$ cat config.mk
export PLATFORM = sky130hd
export DESIGN_NAME = dmi_stream_bridge
export DESIGN_NICKNAME = d
export VERILOG_FILES = /design/src/rtl/dmi_stream_bridge.sv
export SDC_FILE = /design/constraint.sdc
export NUM_CORES = 1
export LEC_CHECK = 0
export BUFFER_PORTS_ARGS = -buffer_cell sky130_fd_sc_hd__buf_2
export CORE_MARGIN = 1.5
export CORE_UTILIZATION = 45
export CTS_CLUSTER_DIAMETER = 40
export DETAILED_ROUTE_END_ITERATION = 7
export PLACE_DENSITY = 0.82
export SLEW_MARGIN = 20
export SYNTH_ARGS = -nofsm -noshare
export SYNTH_HDL_FRONTEND = slang
export SYNTH_SLANG_ARGS = --single-unit
$ cat constraint.sdc
create_clock -name iClk -period 2.9 [get_ports iClk]
set_clock_uncertainty 0.15 [all_clocks]
set_input_delay 0.58 -clock iClk [delete_from_list [all_inputs] [get_ports iClk]]
set_output_delay 0.58 -clock iClk [all_outputs]
set_load 0.05 [all_outputs]
$ cat src/rtl/dmi_stream_bridge.sv
`default_nettype none
// +----------------------------------------------------------------------------+
// | Module      : dmi_stream_bridge                                            |
// | Description : Byte-stream front end for the debug module interface.        |
// |               Framed commands arrive on an 8-bit valid/ready RX stream.    |
// |               The bridge issues one DMI read or write per command and      |
// |               returns read data, ACK or NAK on an 8-bit valid/ready TX     |
// |               stream.                                                      |
// | Revision    : 1.0 - initial release                                        |
// +----------------------------------------------------------------------------+
// | Command framing: byte0[7] = write, byte0[6:0] = DMI address.               |
// |   A write is followed by 4 data bytes, LSB first. A read has no payload.   |
// | Response: a read returns 4 bytes, LSB first; a write returns ACK_BYTE.     |
// |   A timed-out access returns NAK_BYTE.                                     |
// |                                                                            |
// | Optional feature macro: DMI_BRIDGE_TIMEOUT_EN                              |
// |   Defined   : the access is abandoned after TIMEOUT_CYCLES WAIT cycles.    |
// |               oErr is a sticky timeout flag, cleared by the next command.  |
// |   Undefined : WAIT lasts until iDmAccessValid arrives; oErr is tied to 0.  |
// |                                                                            |
// | Ports:                                                                     |
// |   iClk, iRst          clock, asynchronous active-high reset                |
// |   iRxData/iRxValid/oRxReady   command byte stream in                       |
// |   oTxData/oTxValid/iTxReady   response byte stream out                     |
// |   oDmReq/oDmWrite/oDmAddr/oDmWdata   DMI request, held during access      |
// |   iDmRdata/iDmAccessValid     DMI read data and completion strobe          |
// |   oBusy                       bridge is not idle                           |
// |   oErr                        sticky timeout flag                          |
// +----------------------------------------------------------------------------+
module dmi_stream_bridge #(
  parameter int unsigned TIMEOUT_CYCLES = 255,
  parameter logic [7:0]  ACK_BYTE       = 8'hA5,
  parameter logic [7:0]  NAK_BYTE       = 8'h5A
) (
  input  logic        iClk,
  input  logic        iRst,
  input  logic [7:0]  iRxData,
  input  logic        iRxValid,
  output logic        oRxReady,
  output logic [7:0]  oTxData,
  output logic        oTxValid,
  input  logic        iTxReady,
  output logic        oDmReq,
  output logic        oDmWrite,
  output logic [6:0]  oDmAddr,
  output logic [31:0] oDmWdata,
  input  logic [31:0] iDmRdata,
  input  logic        iDmAccessValid,
  output logic        oBusy,
  output logic        oErr
);

  typedef enum logic [1:0] {
    S_IDLE   = 2'd0,
    S_RXDATA = 2'd1,
    S_WAIT   = 2'd2,
    S_TX     = 2'd3
  } state_t;

  state_t      state_q, state_d;
  logic        write_q, write_d;
  logic [6:0]  addr_q, addr_d;
  logic [31:0] wdata_q, wdata_d;
  logic [1:0]  rx_cnt_q, rx_cnt_d;
  logic [1:0]  tx_idx_q, tx_idx_d;
  // Index of the final response byte: 3 for read data, 0 for ACK/NAK.
  logic [1:0]  tx_last_q, tx_last_d;
  logic [31:0] resp_q, resp_d;

  logic        w_rx_ready;
  logic        w_rx_fire;
  logic        w_tx_fire;
  logic        w_timeout;

  assign w_rx_ready = (state_q == S_IDLE) || (state_q == S_RXDATA);
  assign w_rx_fire  = iRxValid && w_rx_ready;
  assign w_tx_fire  = (state_q == S_TX) && iTxReady;

`ifdef DMI_BRIDGE_TIMEOUT_EN
  localparam int unsigned      c_TO_W    = (TIMEOUT_CYCLES > 1) ? $clog2(TIMEOUT_CYCLES) : 1;
  localparam logic [c_TO_W-1:0] c_TO_LAST = c_TO_W'(TIMEOUT_CYCLES - 1);

  logic [c_TO_W-1:0] to_cnt_q, to_cnt_d;
  logic              err_q, err_d;

  // The counter holds the number of WAIT edges already seen, so the access
  // is abandoned on the TIMEOUT_CYCLES-th WAIT edge. A coincident strobe wins.
  assign w_timeout = (state_q == S_WAIT) && !iDmAccessValid && (to_cnt_q == c_TO_LAST);

  always_comb begin
    to_cnt_d = '0;
    err_d    = err_q;
    if (state_q == S_WAIT) begin
      to_cnt_d = to_cnt_q + c_TO_W'(1);
    end
    if (w_timeout) begin
      err_d = 1'b1;
    end else if ((state_q == S_IDLE) && w_rx_fire) begin
      err_d = 1'b0;
    end
  end

  always_ff @(posedge iClk or posedge iRst) begin
    if (iRst) begin
      to_cnt_q <= '0;
      err_q    <= 1'b0;
    end else begin
      to_cnt_q <= to_cnt_d;
      err_q    <= err_d;
    end
  end

  assign oErr = err_q;
`else
  // No timeout path in this build; the parameter is still referenced so the
  // parameter list is identical in both builds.
  assign w_timeout = 1'b0 & (TIMEOUT_CYCLES != 0);
  assign oErr      = 1'b0;
`endif

  // Next-state and datapath decode.
  always_comb begin
    state_d   = state_q;
    write_d   = write_q;
    addr_d    = addr_q;
    wdata_d   = wdata_q;
    rx_cnt_d  = rx_cnt_q;
    tx_idx_d  = tx_idx_q;
    tx_last_d = tx_last_q;
    resp_d    = resp_q;

    case (state_q)
      S_IDLE: begin
        if (w_rx_fire) begin
          write_d  = iRxData[7];
          addr_d   = iRxData[6:0];
          rx_cnt_d = 2'd0;
          state_d  = iRxData[7] ? S_RXDATA : S_WAIT;
        end
      end

      S_RXDATA: begin
        if (w_rx_fire) begin
          wdata_d[{rx_cnt_q, 3'b000} +: 8] = iRxData;
          rx_cnt_d = rx_cnt_q + 2'd1;
          if (rx_cnt_q == 2'd3) begin
            state_d = S_WAIT;
          end
        end
      end

      S_WAIT: begin
        if (iDmAccessValid) begin
          tx_idx_d = 2'd0;
          if (write_q) begin
            resp_d    = {24'h0, ACK_BYTE};
            tx_last_d = 2'd0;
          end else begin
            resp_d    = iDmRdata;
            tx_last_d = 2'd3;
          end
          state_d = S_TX;
        end else if (w_timeout) begin
          resp_d    = {24'h0, NAK_BYTE};
          tx_last_d = 2'd0;
          tx_idx_d  = 2'd0;
          state_d   = S_TX;
        end
      end

      S_TX: begin
        if (w_tx_fire) begin
          if (tx_idx_q == tx_last_q) begin
            tx_idx_d = 2'd0;
            state_d  = S_IDLE;
          end else begin
            tx_idx_d = tx_idx_q + 2'd1;
          end
        end
      end

      default: begin
        state_d = S_IDLE;
      end
    endcase
  end

  always_ff @(posedge iClk or posedge iRst) begin
    if (iRst) begin
      state_q   <= S_IDLE;
      write_q   <= 1'b0;
      addr_q    <= 7'h00;
      wdata_q   <= 32'h0;
      rx_cnt_q  <= 2'd0;
      tx_idx_q  <= 2'd0;
      tx_last_q <= 2'd0;
      resp_q    <= 32'h0;
    end else begin
      state_q   <= state_d;
      write_q   <= write_d;
      addr_q    <= addr_d;
      wdata_q   <= wdata_d;
      rx_cnt_q  <= rx_cnt_d;
      tx_idx_q  <= tx_idx_d;
      tx_last_q <= tx_last_d;
      resp_q    <= resp_d;
    end
  end

  // Outputs are decoded from registered state only, so an asynchronous reset
  // removes the request and any pending response immediately.
  assign oRxReady = w_rx_ready;
  assign oTxValid = (state_q == S_TX);
  assign oTxData  = (state_q == S_TX) ? resp_q[{tx_idx_q, 3'b000} +: 8] : 8'h00;
  assign oDmReq   = (state_q == S_WAIT);
  assign oDmWrite = write_q;
  assign oDmAddr  = addr_q;
  assign oDmWdata = wdata_q;
  assign oBusy    = (state_q != S_IDLE);

endmodule
`default_nettype wire

# Word level (Yosys, flattened, before mapping)
# Cells that the tools add are included.
# W data, S select, Z words.
# word_totals
ff_bits,80
input_bits,45
out_inout_bits,53
wordCells,57
# classes
addsub,3
n_eq_ne,11
shift,3
n_mux,19
reduce_logical,13
# ops
operator,n
$bwmux W32,1
$mux W32,1
$shift A8 B7 Y32 const A,1
$shiftx A32 B6 Y8,1
$shiftx A8 B7 Y32,1
$mux W2,13
$mux W8,1
$ne A2 B1 Y1 const B,4
$pmux W2 S2,2
$pmux W2 S4,1
$neg A5 Y7,1
$eq A2 B2 Y1 const B,3
$reduce_and A2 Y1,3
$reduce_and A3 Y1,2
$reduce_and A6 Y1,1
$reduce_bool A2 Y1,3
$add A2 B1 Y2 const B,2
$ne A2 B2 Y1 const B,2
$eq A2 B1 Y1 const B,1
$eq A2 B2 Y1,1
$logic_and A1 B1 Y1,2
$logic_not A2 Y1,1
$logic_or A1 B1 Y1,1

# Depth between registers and ports, before layout
# Gate-level depths: netlist of the first run.
# logic_depth
depth_word,5
mapped_depth,7
ltp_nobuf,6

# Worst setup path before layout of the first run
# No wires, ideal clock.
# synth_timing
path_type,reg-to-output
start,reg state_q[0]
end,out oTxData[0]
t_arrival_ns,1.572
t_required_ns,2.170
path_slack_ns,0.598
path_stages_with_launch,4
path_buffers,1
cell_sequence,dfrtp_1 ha_1 clkbuf_1 and2_1
# synth_via
elab_chain_len,2
# synth_rtl
item,line,rtl
start: declaration,60,"state_t state_q, state_d;"
start signal: assignment,199,state_q <= state_d;
$eq A2 B2 Y1,n/a,
net oTxValid,41,"output logic oTxValid,"
$mux W8,214,"assign oTxData = (state_q == S_TX) ? resp_q[{tx_idx_q, 3'b000} +: 8] : 8'h00;"
end: declaration,40,"output logic [7:0] oTxData,"
# The timed path passes the listed nets, and every way through them passes these cells.

# Worst setup path after layout of the first run
# layout_timing
start,reg tx_idx_q[0]
end,out oTxData[5]
# layout_via
elab_chain_len,2
# layout_rtl
item,line,rtl
start: declaration,65,"logic [1:0] tx_idx_q, tx_idx_d;"
start signal: assignment,204,tx_idx_q <= tx_idx_d;
$shiftx A32 B6 Y8,214,
$mux W8,214,
# No other way between the ends.

==> reports/qor.csv, run 1 <==
metric,value,unit
tightest_slew,636.1,ps
drive_gt1_share,34.39,%
maxCapViolCount,0,
period_share,89.48,%
syn_area,0.003583,mm^2
synthCells,308,
gr-usage-met2,32.28,%
cts_root_buffer,clkbuf_8,
cts_buffer_depth,2,
cp.required,2170,ps
rsz0062_at_grt,false,
grt.overflow.total,0,
ys_seq_area_share,55.17,%
grt.met1_usage,26.81,%
hold_ws,159.7,ps
setup_tns,0,ps
cts.clk_slew.worst_paths,90,ps
cts_resized,0,
fmax,385.4,MHz
vias,2702,
leakage,2.246,nW
final_cells,512,
busiest_layer,met2,
cp.arrival,1860,ps
relSlewSlack,57.53,%
h-tree-depth,3,
clock_latency,350,ps
grt_pass1_wl,13400,um
routedWlPerCell,16.07,um
hold_violations,0,
routed_via_density,5.277,
track_usage,20.45,%
row_count,32,
dp.final_hpwl,5926,um
fin_crit,2595,ps
synth_cell_types,29,
ir_drop,477.2,uV
drc,0,
fp.dieW,92.24,um
syn2layout_area_growth,23.39,%
grt_pass1_vias,2657,
synth_edf_count,0,
cts_setup_buffers,0,
pin_count,98,
setup_violations,0,
grt_antenna_before_repair,0,
ys_seq_elements,79,
use_met3,5.638,%
drv_slew,0,
critPathMaxFanout,12,
gp_congestion,0.8416,
coreArea,0.007727,mm^2
dpl.cell_count,496,
ys.flop_type,dfrtp_1,
power.density,1050,mW/mm^2
syn_nets,363,
grt_max_degree,67,
clock_sinks,79,
first_pass_iters,4,
hold_class,input pin to async pin,
drt_iter0_drc,179,
path_class,register to primary output,
cts_hold_buffers,0,
fp.dieH,92.24,um
async_reset_ff_share,100.0,%
end_kind,primary output,
ant_nets,0,
syn-mean-instance-area,11.63,um^2
nNetsFinal,460,
outcome,finished clean,
die_area,0.008507,mm^2
ys.warnings.count,0,
num_antenna_cells,0,
cts_tree,done,
start_util,46.37,%
port_buffers,96,
wl,8226,um
critPathLaunchType,register,
cts_made_buffers,9,
[area by class of cell]
class,instances,area [um^2]
clock buffers,9,123.9
clock inverters,7,121.4
fillers,655,3306
inverters,8,30.03
multi-input cells,206,1511
flip-flops and latches,79,1977
well taps,102,127.6
repair buffers,101,530.5
[logic make-up (layout without fill, tap and decap cells)]
family / after synthesis / in the layout / synth area share, %
compound gates: 75 / 75 / 14.35
flops: 79 / 79 / 55.17
mux: 19 / 19 / 8.380
other cells: 1 / 1 / 0.1046
simple gates: 101 / 101 / 15.85
buf+inv: 23 / 125 / 2.653
fa+ha+maj: 10 / 10 / 3.492
[sequential cells by signal, indices dropped and copies added, names as in the netlist]
name,count
resp_q,32
tx_last_q,1
tx_idx_q,2
oDmAddr,7
state_q,2
rx_cnt_q,2
oDmWrite,1
oDmWdata,32
[synthesized netlist by cell type (all sizes together) (3+ instances only)]
library cell  count  share of area (%)
mux2i             3               0.84
mux2              8                2.5
nor2              5               0.52
dfrtp            79                 55
ha               10                3.5
mux4              8                5.0
o21ai            37                5.2
inv               8               0.84
a22o             34                8.3
and2              9                1.6
clkbuf           11                1.2
nand2b           29                5.1
buf               4               0.66
nand2            49                5.4
[worst max-delay path, stage by stage, from the launching register on]
cell and delay (ps):
dfrtp_1 370, buf_4 240, mux4_2 520, and2_1 180, buf_2 210
[metrics by stage]
step	setup slack [ps]	util, %	total power, mW	cell area (um^2)
3_3_place_gp	671.5	54.05	3.617	4177
4_1_cts	278.6	57.22	4.674	4422
5_1_grt	217.2	57.22	4.908	4422
2_1_floorplan	146.6	-	3.217	3583
3_5_place_dp	569.7	54.05	3.691	4177
6_report	305.2	57.22	4.645	4422
[cells in the final DEF (no fill, tap or decap), types with 2 or more instances in the layout]
cell type  Yosys  routed
a22o_1        34      34
nor2_1         5       5
mux2i_1        3       3
nand2_1       47      47
bufinv_16      0       3
nor3_1         2       2
ha_1          10      10
dfrtp_1       79      79
nor4_4         2       2
nand2b_1      29      29
clkbuf_8       0       9
o21ai_0       37      37
mux2_2         8       8
inv_1          8       7
nor4b_4        2       2
and2_1         9       9
clkinv_4       0       3
mux4_2         8       8
buf_2          1      96
buf_4          2       4
[routing by layer]
metal  wire length, um  up-vias
met3               519       16
met4               159        0
met1              3520     1322
li1                  -     1277
met5                 0        -
met2              4027       87
[power by group]
part           switching (mW)  internal (mW)  total [mW]  leakage, nW
clock network           0.406          0.574       0.980        0.123
registers               0.224           1.43        1.66         1.04
logic                    1.33          0.678        2.01         1.08
total                    1.96           2.69        4.64         2.25
[path summary, 6_finish.rpt]
check                                         from                        to  slack [ps]  depth (start not counted)
max in group asynchronous                     iRst  oDmWdata[16]$_DFFE_PP0P_        1760                          3
min                                           iRst   oDmWdata[8]$_DFFE_PP0P_         160                          2
max reg2reg                rx_cnt_q[0]$_DFFE_PP0P_  oDmWdata[11]$_DFFE_PP0P_         560                          5
max                        tx_idx_q[0]$_DFFE_PP0P_                oTxData[5]         310                          4
min reg2reg                  resp_q[4]$_DFFE_PP0P_     resp_q[4]$_DFFE_PP0P_         330                          2
min in group iClk                     iDmRdata[22]    resp_q[22]$_DFFE_PP0P_         320                          3
Note: power is estimated with default switching activity, not from simulation.
==> run 2, diff against run 1 <==
- CELL_PAD_IN_SITES_DETAIL_PLACEMENT: not set -> 1
- CELL_PAD_IN_SITES_GLOBAL_PLACEMENT: not set -> 1
- CORE_UTILIZATION: 45 -> 37
- PLACE_DENSITY: 0.82 -> 0.85
- SETUP_SLACK_MARGIN: not set -> 0.4
==> reports/qor.csv, run 2 (synthesized netlist as in run 1, its figures left out) <==
metric,value,unit,change
outcome,finished clean,,
r2r_setup_slack,520,ps,-40 ps
maxCapViolCount,0,,unchanged
gp_congestion,0.7622,,-9.4%
grt_antenna_before_repair,0,,unchanged
regArea,0.001979,mm^2,+0.13%
fmax,404.2,MHz,+4.9%
final_cell_mix,"buf_2 (88), dfrtp_1 (77), nand2_1 (46), o21ai_0 (37), a22o_1 (34)",,
p_comb_share,45.3,%,+2.1 points
start_util,38.42,%,-8.0 points
leakage,2.256,nW,+0.46%
cts_buffer_depth,2,,unchanged
p_sw_share,43.08,%,+0.92 points
hold_violations,0,,unchanged
hold_class,input pin to async pin,,
cp_slowest_stage_delay,510,ps,about the same
port_buffers,96,,unchanged
pin_count,98,,unchanged
drc,0,,unchanged
drv_slew,0,,unchanged
nNetsFinal,462,,+0.43%
pre_cts_ws,522.7,ps,-46.96 ps
die_area,0.01028,mm^2,+21%
pwr-share-clk,19.1,%,-2.0 points
setup_tns,0,ps,unchanged
num_antenna_cells,0,,unchanged
cts_root_buffer,clkbuf_8,,
slowest_stage,mux4_2,,
end_kind,primary output,,
relSlewSlack,32.85,%,-25 points
grt_max_degree,67,,unchanged
h-tree-depth,3,,unchanged
cp.required,2170,ps,about the same
syn2layout_area_growth,26.75,%,
setup_violations,0,,unchanged
routed_via_density,5.128,,-2.8%
path_class,register to primary output,,
routedWlPerCell,18.22,um,+13%
p_switching,2.040,mW,+4.2%
power.density,1043,mW/mm^2,-0.75%
fin_crit,2474,ps,-120.5 ps
critPathLaunchType,register,,
ir_drop,448.6,uV,-6.0%
path_cells,buf_12 > mux4_2 > and2_4 > buf_6,,
coreArea,0.009328,mm^2,+21%
fill_cells,1043,,+59%
wl,9855,um,+20%
cts.clk_slew.worst_paths,80,ps,about the same
cp.arrival,1740,ps,-120 ps
ant_nets,0,,unchanged
row_count,35,,+9.4%
final_common_cell,buf_2,,
tightest_slew,1004,ps,+367.6 ps
critPathTopFamily,multiplexers,,
grt.overflow.total,0,,unchanged
cts_made_buffers,9,,unchanged
internal_power,2.695,mW,+0.32%
first_pass_iters,4,,unchanged
dp.final_hpwl,7047,um,+19%
multi_input_area,0.001536,mm^2,+1.7%
grt_pass1_wl,15810,um,+18%
final_util,48.69,%,-8.5 points
rsz0062_at_grt,true,,
track_usage,20.31,%,-0.13 points
clock_latency,340,ps,about the same
fp.dieW,101.4,um,+9.9%
cts_tree,done,,
cts_hold_buffers,0,,unchanged
clock_sinks,79,,unchanged
critPathMaxFanout,7,,-5
grt_pass1_vias,2981,,+12%
pwr-share-seq,35.6,%,about the same
fp.dieH,101.4,um,+9.9%
drt_iter0_drc,100,,-44%
period_share,85.32,%,-4.2 points
critPathBufInv,2,,unchanged
finalWorstSetupSlack,425.7,ps,+120.5 ps
vias,2774,,+2.7%
drive_gt1_share,37.38,%,+3.0 points
[run 2: worst register-to-register path, stage by stage, from the launching register on]
cell	delay [ps]
dfrtp_1	570
inv_1	240
ha_1	500
nand2_4	110
nor4b_4	520
a22o_1	210
[run 2: cell type report]
| class | count | area share [%] |
|---|---|---|
| Sequential cell | 79 | 43.58 |
| Multi-Input combinational cell | 206 | 33.83 |
| Timing Repair Buffer | 103 | 13.39 |
| Tap cell | 129 | 3.554 |
| Clock buffer | 11 | 3.113 |
| Clock inverter | 5 | 1.791 |
| Inverter | 8 | 0.7438 |
[run 2: path summary, 6_finish.rpt]
| kind | cells past startpoint | end | from |
|---|---|---|---|
| min in group iClk | 3 | resp_q[27]$_DFFE_PP0P_ | iDmRdata[27] |
| worst max register to register | 5 | oDmWdata[14]$_DFFE_PP0P_ | rx_cnt_q[0]$_DFFE_PP0P_ |
| worst min-delay path | 2 | resp_q[0]$_DFFE_PP0P_ | iRst |
| worst max-delay path | 4 | oTxData[2] | tx_idx_q[0]$_DFFE_PP0P_ |
| worst min register to register | 2 | resp_q[28]$_DFFE_PP0P_ | resp_q[28]$_DFFE_PP0P_ |
| max in group asynchronous | 3 | tx_idx_q[0]$_DFFE_PP0P_ | iRst |
[run 2: timing repair]
action / 4_1_cts / 5_1_grt
gates cloned: 0 / 0
setup buffers: 3 / 1
gates resized for setup: 8 / 22
pin swaps: 0 / 1
setup endpoints to repair: 8 / 16
[run 2: per-stage QoR]
step	hold WS (ps)	cell area [um^2]	total power, mW	cells
global placement	309.9	4214	3.651	521
finish	181.2	4542	4.735	541
global route	215.1	4542	4.998	541
floorplan	294.6	3587	3.217	308
detailed placement	320.6	4214	3.764	521
CTS	189.8	4478	4.712	540
[run 2: layer usage]
| layer | vias up | part of all wire [%] | track usage, % |
|---|---|---|---|
| met5 | - | 0 | 0 |
| met1 | 1407 | 43 | 26.65 |
| met2 | 70 | 51 | 33.04 |
| met3 | 18 | 3.2 | 3.520 |
| met4 | 0 | 2.6 | 9.402 |
| li1 | 1279 | - | - |
[run 2: power by group through the flow]
stage | Clock, mW | Sequential [mW] | Combinational (mW)
final | 0.906 | 1.68 | 2.14
after global routing | 0.964 | 1.73 | 2.31
after CTS | 0.932 | 1.68 | 2.10
after detailed placement | 0 | 1.70 | 2.06
after global placement | 0 | 1.68 | 1.97
after floorplan | 0 | 2.03 | 1.19
==> run 3, diff against run 2 <==
- PLACE_DENSITY: 0.85 -> not set
- PLACE_DENSITY_LB_ADDON: not set -> 0.05
==> reports/qor.csv, run 3 (synthesized netlist as in run 1, its figures left out) <==
metric,value,unit,change
path_cells,buf_6 > mux4_2 > and2_4 > buf_6,,
fmax,407.3,MHz,+0.78%
cp.required,2170,ps,about the same
grt_pass1_wl,14840,um,-6.1%
routedWlPerCell,16.71,um,-8.3%
hold_class,input pin to async pin,,
setup_violations,0,,unchanged
period_share,84.66,%,-0.66 points
grt_antenna_before_repair,1,,+1
start_util,38.42,%,unchanged
regArea,0.001978,mm^2,about the same
grt_pass1_vias,2768,,-7.1%
tightest_slew,631.4,ps,-372.3 ps
reg2reg_depth,5,,unchanged
cts_root_buffer,clkbuf_8,,
rsz0062_at_grt,true,,
cp.arrival,1730,ps,about the same
fp.dieW,101.4,um,unchanged
power.density,1033,mW/mm^2,-0.89%
grt_max_degree,48,,-28%
gp_congestion,0.7668,,+0.60%
cts_buffer_depth,2,,unchanged
leakage,2.266,nW,+0.45%
drive_gt1_share,37.11,%,-0.27 points
maxCapViolCount,0,,unchanged
outcome,finished clean,,
pin_count,98,,unchanged
h-tree-depth,3,,unchanged
track_usage,19.12,%,-1.2 points
fp.dieH,101.4,um,unchanged
cts_hold_buffers,0,,unchanged
coreArea,0.009328,mm^2,unchanged
multi_input_area,0.001529,mm^2,-0.49%
syn2layout_area_growth,27.20,%,
critPathLaunchType,register,,
first_pass_iters,4,,unchanged
dp.final_hpwl,6418,um,-8.9%
finalWorstSetupSlack,444.8,ps,+19.04 ps
hold_violations,0,,unchanged
pre_cts_ws,473.1,ps,-49.65 ps
slowest_stage,mux4_2,,
clock_sinks,79,,unchanged
final_common_cell,buf_2,,
ant_nets,0,,unchanged
cts.clk_slew.worst_paths,90,ps,about the same
cts_tree,done,,
drv_slew,0,,unchanged
wl,9106,um,-7.6%
vias,2664,,-4.0%
ir_drop,483.7,uV,+7.8%
final_cells,545,,+0.74%
cts_made_buffers,9,,unchanged
clock_latency,350,ps,about the same
path_class,register to primary output,,
die_area,0.01028,mm^2,unchanged
drc,0,,unchanged
cp_slowest_stage_delay,510,ps,about the same
row_count,35,,unchanged
end_kind,primary output,,
critPathMaxFanout,6,,-1
relSlewSlack,57.82,%,+25 points
port_buffers,96,,unchanged
drt_iter0_drc,84,,-16%
cpMostUsedCell,buf_6,,
fill_cells,1046,,+0.29%
dpl.cell_count,525,,+0.77%
fin_crit,2455,ps,-19.04 ps
setup_tns,0,ps,unchanged
grt.overflow.total,0,,unchanged
routed_via_density,4.888,,-4.7%
nNetsFinal,465,,+0.65%
final_cell_mix,"buf_2 (88), dfrtp_1 (78), nand2_1 (46), o21ai_0 (37), a22o_1 (34)",,
[run 3: cell types whose count changed in the layout (fill, tap and decap cells not counted), moves of 2 or more]
| cell | delta |
|---|---|
| and2_4 | -3 |
| buf_4 | +2 |
| and2_1 | +3 |
| inv_6 | +2 |
| buf_6 | +2 |
[run 3: path summary, 6_finish.rpt]
kind,to,slack [ps],startpoint
max in group asynchronous,tx_idx_q[1]$_DFFE_PP0P_,1760,iRst
setup / recovery,oTxData[1],440,tx_idx_q[0]$_DFFE_PP0P_
min in group iClk,resp_q[22]$_DFFE_PP0P_,320,iDmRdata[22]
hold / removal,resp_q[0]$_DFFE_PP0P_,140,iRst
setup reg to reg,oDmWdata[23]$_DFFE_PP0P_,600,rx_cnt_q[0]$_DFFE_PP0P_
hold reg to reg,resp_q[28]$_DFFE_PP0P_,330,resp_q[28]$_DFFE_PP0P_
[run 3: worst max-delay path, delay by kind of cell (launching register included)]
kind	cells	cell delay (ps)
and+or+nand+nor	1	170
DFF	1	390
muxes	1	510
buffers and inverters	2	300
[run 3: what timing repair did]
| action | 4_1_cts | 5_1_grt |
|---|---|---|
| pin swaps | 0 | 1 |
| gates resized for setup | 16 | 9 |
| buffers inserted | 0 | 3 |
| endpoints found under the hold margin | 0 | 0 |
| endpoints found under the setup margin | 8 | 16 |
[run 3: where the power goes]
group / internal, mW / switching (mW) / total [mW] / leakage, nW
Clock: 0.497 / 0.451 / 0.948 / 0.108
Combinational: 0.750 / 1.36 / 2.10 / 1.12
Sequential: 1.43 / 0.223 / 1.66 / 1.04
Total: 2.68 / 2.03 / 4.71 / 2.27
[run 3: stage by stage]
| stage | util [%] | power, mW | hold WS (ps) | area (um^2) |
|---|---|---|---|---|
| floorplan | - | 3.217 | 294.6 | 3587 |
| global placement | 45.37 | 3.691 | 307.6 | 4232 |
| detailed placement | 45.37 | 3.733 | 320.8 | 4232 |
| CTS | 48.32 | 4.736 | 152.3 | 4507 |
| global route | 48.84 | 5.025 | 177.3 | 4556 |
| finish | 48.87 | 4.710 | 142.9 | 4558 |
[run 3: per-layer routing]
layer	wire [um]	share of wire (%)	track usage [%]	vias to the layer above
met1	4526	50	28.85	1301
met4	121	1.3	6.944	2
met5	7	0.077	0	-
met3	487	5.3	4.279	11
met2	3964	44	26.90	61
li1	-	-	-	1289
[run 3: area by class of cell]
type / count / area share, %
diodes: 1 / 0.05490
clock buffers: 9 / 2.718
clock inverters: 7 / 2.278
inverters: 8 / 0.7411
multi-input cells: 206 / 33.54
flip-flops and latches: 79 / 43.40
well taps: 129 / 3.541
repair buffers: 106 / 13.72
